--- config.mk ---
export PLATFORM = sky130hd
export DESIGN_NAME = ball_physics
export DESIGN_NICKNAME = d
export VERILOG_FILES = /design/src/rtl/ball_pkg.sv /design/src/rtl/tick_gen.sv /design/src/rtl/ball_physics.sv
export SDC_FILE = /design/constraint.sdc
export NUM_CORES = 1
export LEC_CHECK = 0
export ABC_AREA = 0
export BUFFER_PORTS_ARGS = -buffer_cell sky130_fd_sc_hd__buf_2
export CAP_MARGIN = 20
export CORE_MARGIN = 2
export CORE_UTILIZATION = 55
export CTS_CLUSTER_DIAMETER = 30
export DETAILED_ROUTE_END_ITERATION = 6
export GPL_ROUTABILITY_DRIVEN = 0
export PLACE_DENSITY_LB_ADDON = 0.08
export SLEW_MARGIN = 30
export SYNTH_ARGS = -nofsm -noshare
export SYNTH_HDL_FRONTEND = slang
export SYNTH_SLANG_ARGS = --single-unit
--- constraint.sdc ---
create_clock -name clk_in -period 4.2 [get_ports clk_in]
set_input_delay 0.84 -clock clk_in [delete_from_list [all_inputs] [get_ports clk_in]]
set_output_delay 0.84 -clock clk_in [all_outputs]
set_load 0.01 [all_outputs]
--- src/rtl/ball_pkg.sv ---
// Shared FSM state type and default lane geometry for the bowling-ball physics block.
package ball_pkg;

  typedef enum logic [1:0] {
    ST_IDLE   = 2'd0,
    ST_ROLL   = 2'd1,
    ST_FINISH = 2'd2
  } ball_state_e;

  localparam int unsigned DEF_TICK_DIV = 3000000;
  localparam int unsigned DEF_X_START  = 144;
  localparam int unsigned DEF_Y_START  = 420;
  localparam int unsigned DEF_X_END    = 1024;
  localparam int unsigned DEF_PIN_X    = 624;
  localparam int unsigned DEF_LANE_TOP = 300;
  localparam int unsigned DEF_LANE_BOT = 540;

endpackage

--- src/rtl/tick_gen.sv ---
// Prescaler producing a one-cycle physics tick every DIV enabled cycles.
module tick_gen #(
  parameter int unsigned DIV = 4
) (
  input  logic clk_in,
  input  logic rst_n_in,
  input  logic en,
  input  logic clr,
  output logic tick_c
);

  localparam int unsigned CNT_W = (DIV > 1) ? $clog2(DIV) : 1;
  localparam logic [CNT_W-1:0] LAST = CNT_W'(DIV - 1);

  logic [CNT_W-1:0] cnt_q;

  always_ff @(posedge clk_in or negedge rst_n_in) begin
    if (!rst_n_in) begin
      cnt_q <= '0;
    end else if (clr) begin
      cnt_q <= '0;
    end else if (en) begin
      cnt_q <= (cnt_q == LAST) ? '0 : cnt_q + CNT_W'(1);
    end
  end

  assign tick_c = en && !clr && (cnt_q == LAST);

endmodule

--- src/rtl/ball_physics.sv ---
// Fixed-point ball roll along a lane: launch, per-tick motion with friction,
// wall bounce or gutter, and end-of-lane detection.
module ball_physics
  import ball_pkg::*;
#(
  parameter int unsigned X_W      = 11,
  parameter int unsigned Y_W      = 10,
  parameter int unsigned V_W      = 16,
  parameter int unsigned FRAC     = 4,
  parameter int unsigned TICK_DIV = DEF_TICK_DIV,
  parameter int unsigned FRICTION = 0,
  parameter int unsigned MIN_VX   = 1,
  parameter int unsigned X_START  = DEF_X_START,
  parameter int unsigned Y_START  = DEF_Y_START,
  parameter int unsigned X_END    = DEF_X_END,
  parameter int unsigned PIN_X    = DEF_PIN_X,
  parameter int unsigned LANE_TOP = DEF_LANE_TOP,
  parameter int unsigned LANE_BOT = DEF_LANE_BOT
) (
  input  logic           clk_in,
  input  logic           rst_n_in,
  input  logic           launch_valid_in,
  output logic           launch_ready_out,
  input  logic [V_W-1:0] init_vx_in,
  input  logic [V_W-1:0] init_vy_in,
  input  logic           bounce_en_in,
  output logic [X_W-1:0] ball_x_out,
  output logic [Y_W-1:0] ball_y_out,
  output logic [V_W-1:0] vel_x_out,
  output logic [V_W-1:0] vel_y_out,
  output logic           in_pin_zone_out,
  output logic           busy_out,
  output logic           done_out,
  output logic           gutter_out
);

  localparam int unsigned XF_W = X_W + FRAC;
  localparam int unsigned YF_W = Y_W + FRAC;
  // Sum widths leave headroom so a fast ball can never wrap past a limit.
  localparam int unsigned XS_W = ((XF_W > V_W) ? XF_W : V_W) + 1;
  localparam int unsigned YS_W = ((YF_W > V_W) ? YF_W : V_W) + 2;

  localparam logic [XF_W-1:0]        X_START_FX = XF_W'(X_START << FRAC);
  localparam logic [YF_W-1:0]        Y_START_FX = YF_W'(Y_START << FRAC);
  localparam logic [XF_W-1:0]        X_END_FX   = XF_W'(X_END << FRAC);
  localparam logic [XS_W-1:0]        X_END_CMP  = XS_W'(X_END << FRAC);
  localparam logic [XF_W-1:0]        PIN_X_FX   = XF_W'(PIN_X << FRAC);
  localparam logic signed [YS_W-1:0] Y_TOP_FX   = $signed(YS_W'(LANE_TOP << FRAC));
  localparam logic signed [YS_W-1:0] Y_BOT_FX   = $signed(YS_W'(LANE_BOT << FRAC));
  localparam logic [V_W-1:0]         FRICTION_V = V_W'(FRICTION);
  localparam logic [V_W-1:0]         MIN_VX_V   = V_W'(MIN_VX);

  ball_state_e state_q, state_d;
  logic [XF_W-1:0] x_q, x_d;
  logic [YF_W-1:0] y_q, y_d;
  logic [V_W-1:0]  vx_q, vx_d;
  logic [V_W-1:0]  vy_q, vy_d;
  logic            bounce_q, bounce_d;
  logic            gutter_d;

  logic                   accept_c;
  logic                   tick_c;
  logic [XS_W-1:0]        x_sum;
  logic [YS_W-1:0]        vy_ext;
  logic signed [YS_W-1:0] y_sum;
  logic signed [YS_W-1:0] y_clamp;
  logic [V_W-1:0]         vx_fr;
  logic [V_W-1:0]         vx_new;
  logic                   hit_top;
  logic                   hit_bot;
  logic                   x_end;

  assign accept_c = (state_q == ST_IDLE) && launch_valid_in;

  tick_gen #(
    .DIV (TICK_DIV)
  ) u_tick_gen (
    .clk_in   (clk_in),
    .rst_n_in (rst_n_in),
    .en       (state_q == ST_ROLL),
    .clr      (accept_c),
    .tick_c   (tick_c)
  );

  // Candidate next position/velocity and limit detection.
  always_comb begin
    x_sum   = XS_W'(x_q) + XS_W'(vx_q);
    vy_ext  = {{(YS_W - V_W){vy_q[V_W-1]}}, vy_q};
    y_sum   = $signed(YS_W'(y_q)) + $signed(vy_ext);
    vx_fr   = (vx_q > FRICTION_V) ? vx_q - FRICTION_V : '0;
    vx_new  = (vx_fr < MIN_VX_V) ? MIN_VX_V : vx_fr;
    hit_top = (vy_q != '0) && (y_sum < Y_TOP_FX);
    hit_bot = (vy_q != '0) && (y_sum > Y_BOT_FX);
    x_end   = (x_sum >= X_END_CMP);
    if (hit_top) begin
      y_clamp = Y_TOP_FX;
    end else if (hit_bot) begin
      y_clamp = Y_BOT_FX;
    end else begin
      y_clamp = y_sum;
    end
  end

  // Next-state and datapath update.
  always_comb begin
    state_d  = state_q;
    x_d      = x_q;
    y_d      = y_q;
    vx_d     = vx_q;
    vy_d     = vy_q;
    bounce_d = bounce_q;
    gutter_d = gutter_out;
    case (state_q)
      ST_IDLE: begin
        if (launch_valid_in) begin
          state_d  = ST_ROLL;
          x_d      = X_START_FX;
          y_d      = Y_START_FX;
          vx_d     = init_vx_in;
          vy_d     = init_vy_in;
          bounce_d = bounce_en_in;
          gutter_d = 1'b0;
        end
      end
      ST_ROLL: begin
        if (tick_c) begin
          vx_d = vx_new;
          y_d  = YF_W'(y_clamp);
          if (x_end) begin
            x_d     = X_END_FX;
            state_d = ST_FINISH;
          end else begin
            x_d = XF_W'(x_sum);
            if (hit_top || hit_bot) begin
              if (bounce_q) begin
                vy_d = -vy_q;
              end else begin
                gutter_d = 1'b1;
                state_d  = ST_FINISH;
              end
            end
          end
        end
      end
      ST_FINISH: state_d = ST_IDLE;
      default:   state_d = ST_IDLE;
    endcase
  end

  always_ff @(posedge clk_in or negedge rst_n_in) begin
    if (!rst_n_in) begin
      state_q          <= ST_IDLE;
      x_q              <= X_START_FX;
      y_q              <= Y_START_FX;
      vx_q             <= '0;
      vy_q             <= '0;
      bounce_q         <= 1'b0;
      gutter_out       <= 1'b0;
      launch_ready_out <= 1'b1;
      busy_out         <= 1'b0;
      done_out         <= 1'b0;
      in_pin_zone_out  <= 1'b0;
    end else begin
      state_q          <= state_d;
      x_q              <= x_d;
      y_q              <= y_d;
      vx_q             <= vx_d;
      vy_q             <= vy_d;
      bounce_q         <= bounce_d;
      gutter_out       <= gutter_d;
      launch_ready_out <= (state_d == ST_IDLE);
      busy_out         <= (state_d == ST_ROLL);
      done_out         <= (state_d == ST_FINISH);
      in_pin_zone_out  <= (state_d == ST_ROLL) && (x_d >= PIN_X_FX);
    end
  end

  assign ball_x_out = x_q[XF_W-1:FRAC];
  assign ball_y_out = y_q[YF_W-1:FRAC];
  assign vel_x_out  = vx_q;
  assign vel_y_out  = vy_q;

endmodule

==> run_results.csv <==
group,metric,value,unit
run_status,status,"finished, final reports clean",
critical_path,crit_fanout,11,
route,drt_wl_total,17300,µm
sta,skew,0.00646,ns
cts,cts.sinks,91,
floorplanning,fp.dieH,110,µm
sta,rsz0062_at_grt,"false",
synth,yosysTopAreaCell,"dfrtp_1",
route,vias,5955,
synth,yosys_warnings,0,
critical_path,end_kind,"flip-flop",
synth,async_flop_share,100,%
critical_path,crit_buf_inv,2,
cts,htreeDepth,3,
global_routing,grt_pass1_wl,28600,µm
sta,fin_crit,3.97,ns
synth,netlist_instances,707,
critical_path,r2r_slack,0.23,ns
route,antenna_left,0,
place,pre_cts_ws,0.199,ns
synth,ys_seq_area_share,36.7,%
sta,setup_viol_count_final,0,
critical_path,worstSetupPathType,"reg -> reg",
sta,drv_slew,0,
critical_path,cp.arrival,4.25,ns
cts,postCtsHoldBufs,0,
floorplanning,start_util,57.0,%
cells_and_area,mostFrequentLayoutCell,"buf_2",
cts,cts_root_buf,"clkbuf_16",
place,dpl.hpwl,12300,µm
cells_and_area,final_area,0.00707,mm²
global_routing,grtUsageMet3,5.16,%
global_routing,grt_max_degree,84,
critical_path,worstPathRequired,4.47,ns
critical_path,cpLargestDelayFamily,"compound AO/OA/AOI/OAI gates",
synth,syn-num-nets,776,
cells_and_area,syn_to_final_growth,13.4,%
critical_path,startpoint_type,"flip-flop",
floorplanning,die_w,110,µm
sta,slew_headroom,43.8,%
floorplanning,core,0.0109,mm²
cells_and_area,mostFrequentLayoutCells,"92 x buf_2, 84 x dfrtp_1, 72 x o21ai_0",
sta,period_share,94.6,%
sta,final-hold-violation-count,0,
pwr,cellLeakagePower,3.32,nW
global_routing,track_usage,28.5,%
cells_and_area,final_nets,845,
sta,setup_ws,0.228,ns
route,vias_per_cell,6.47,
synth,synth_top_flop_cell,"dfrtp_1",
place,portBuffers,93,
pwr,irDropWorstVdd,256,µV
sta,finalSetupTns,0,ns
sta,timing.fmax,252,MHz
floorplanning,ioPinCount,94,
cts,cts_buffers,9,
synth,syn-mean-instance-area,8.82,µm²
route,drtIter0Drc,513,
cells_and_area,layout-drive-gt1-share,19.8,%
hold_path,hp-class,"reg -> reg",
pwr,pwr_density_cell,410,mW/mm²
synth,synth-edff-count,0,
global_routing,grt-ovfl-total,0,
route,first_pass_iters,6,
critical_path,slowest_delay,0.57,ns
floorplanning,placementRows,38,
global_routing,grt_use_met1,41.6,%
synth,synth_top_area_share,33.7,%
cts,cts_tree,"built",
route,drc,0,
floorplanning,dieArea,0.0122,mm²
critical_path,crit_chain,"ha_1 > inv_1 > fa_1 > nor2b_1 > o2111ai_2 > a211oi_2 > nor2_1 > a311oi_2 > buf_4 > mux2i_1 > a211oi_1 > or3_1 > a31o_1 > mux2i_1",
cts,clk_pin_slew,0.06,ns
cells_and_area,n_antenna_cell,0,
global_routing,antenna_found_initial,0,
cts,clockBufferDepth,2,
synth,yosysUniqueCellTypes,74,
sta,worst_pin_slew,0.843,ns
global_routing,grt_pass1_vias,5569,
synth,ys_ff_latch,91,
synth,synthesis.area,0.00623,mm²
global_routing,grt.busiest_layer,"met2",
global_routing,met2_usage,42.8,%
place,place_area,0.00671,mm²
synth,ys_top_cells_by_area,"dfrtp_1 34%, ha_1 6.2%, o21ai_0 5.8%",
job,maxCapViolCount,0,
critical_path,crit_path_top_delay_cell,"a31o_1",
cts,clk_latency,0.35,ns
critical_path,cpMostUsedCell,"mux2i_1",
route,wire_per_inst,18.8,µm
[timing repair]
action                                  in CTS  in global routing
buffers inserted                             0                  3
gates resized for setup                      0                  2
endpoints found under the setup margin       0                 29
[sequential cells by signal, summed over array words and instances, names as in the netlist]
name,flops
gutter_out,1
state_q,2
done_out,1
vel_x_out,16
busy_out,1
u_tick_gen.cnt_q,22
y_q,14
bounce_q,1
launch_ready_out,1
x_q,15
in_pin_zone_out,1
vel_y_out,16
[kinds of logic (layout without fill, tap and decap cells)]
logic type | Yosys count | after routing | synth area share, %
compound gates | 257 | 257 | 28.5
xor+xnor | 17 | 17 | 2.39
fa+ha+maj | 33 | 33 | 6.86
buf+inv | 75 | 149 | 6.00
flops | 91 | 91 | 36.7
mux | 6 | 6 | 1.00
simple gates | 228 | 228 | 18.5
[cell usage after synthesis, drive strengths merged, types with 20 or more instances]
cell type and count:
dfrtp 84, o21ai 81, nand2 65, nor2 42
a21oi 38, ha 31, a22o 29, buf 28
clkbuf 27, nand3 21, inv 20
[where the power goes]
part	switching [mW]	internal, mW	total [mW]
Combinational	0.492	0.354	0.846
Clock	0.348	0.555	0.903
Sequential	0.161	0.990	1.15
[final timing paths]
check                                                 from                               to  cells after the start
setup / recovery                  vel_y_out[0]$_DFFE_PN0P_         vel_y_out[1]$_DFFE_PN0P_                     14
hold / removal             u_tick_gen.cnt_q[4]$_DFFE_PN0P_  u_tick_gen.cnt_q[4]$_DFFE_PN0P_                      1
setup reg to reg                  vel_y_out[0]$_DFFE_PN0P_         vel_y_out[1]$_DFFE_PN0P_                     14
hold reg to reg            u_tick_gen.cnt_q[4]$_DFFE_PN0P_  u_tick_gen.cnt_q[4]$_DFFE_PN0P_                      1
max in group asynchronous                         rst_n_in               y_q[6]$_DFFE_PN1P_                      2
min in group asynchronous                         rst_n_in               y_q[1]$_DFFE_PN0P_                      1
[layer usage]
layer / vias to the layer above / part of all wire (%)
li1: 2795 / -
met1: 2845 / 46
met2: 287 / 45
met3: 28 / 7.6
met4: 0 / 1.9
met5: - / 0
[through the flow]
step	cells	util (%)	hold slack, ns	power, mW
after global placement	902	61.4	0.476	1.96
after global routing	921	64.7	0.522	3.07
after detailed placement	902	61.4	0.487	1.98
final	921	64.7	0.500	2.90
after CTS	918	64.4	0.501	2.89
after floorplan	707	-	0.452	1.74
[layout make-up]
| class | instances | area [µm²] |
|---|---|---|
| fillers | 928 | 3860 |
| repair buffers | 113 | 622 |
| flip-flops and latches | 91 | 2290 |
| clock buffers | 14 | 264 |
| inverters | 20 | 75.1 |
| multi-input cells | 541 | 3590 |
| clock inverters | 2 | 60.1 |
| well taps | 140 | 175 |
(Power assumes the default switching activity.)
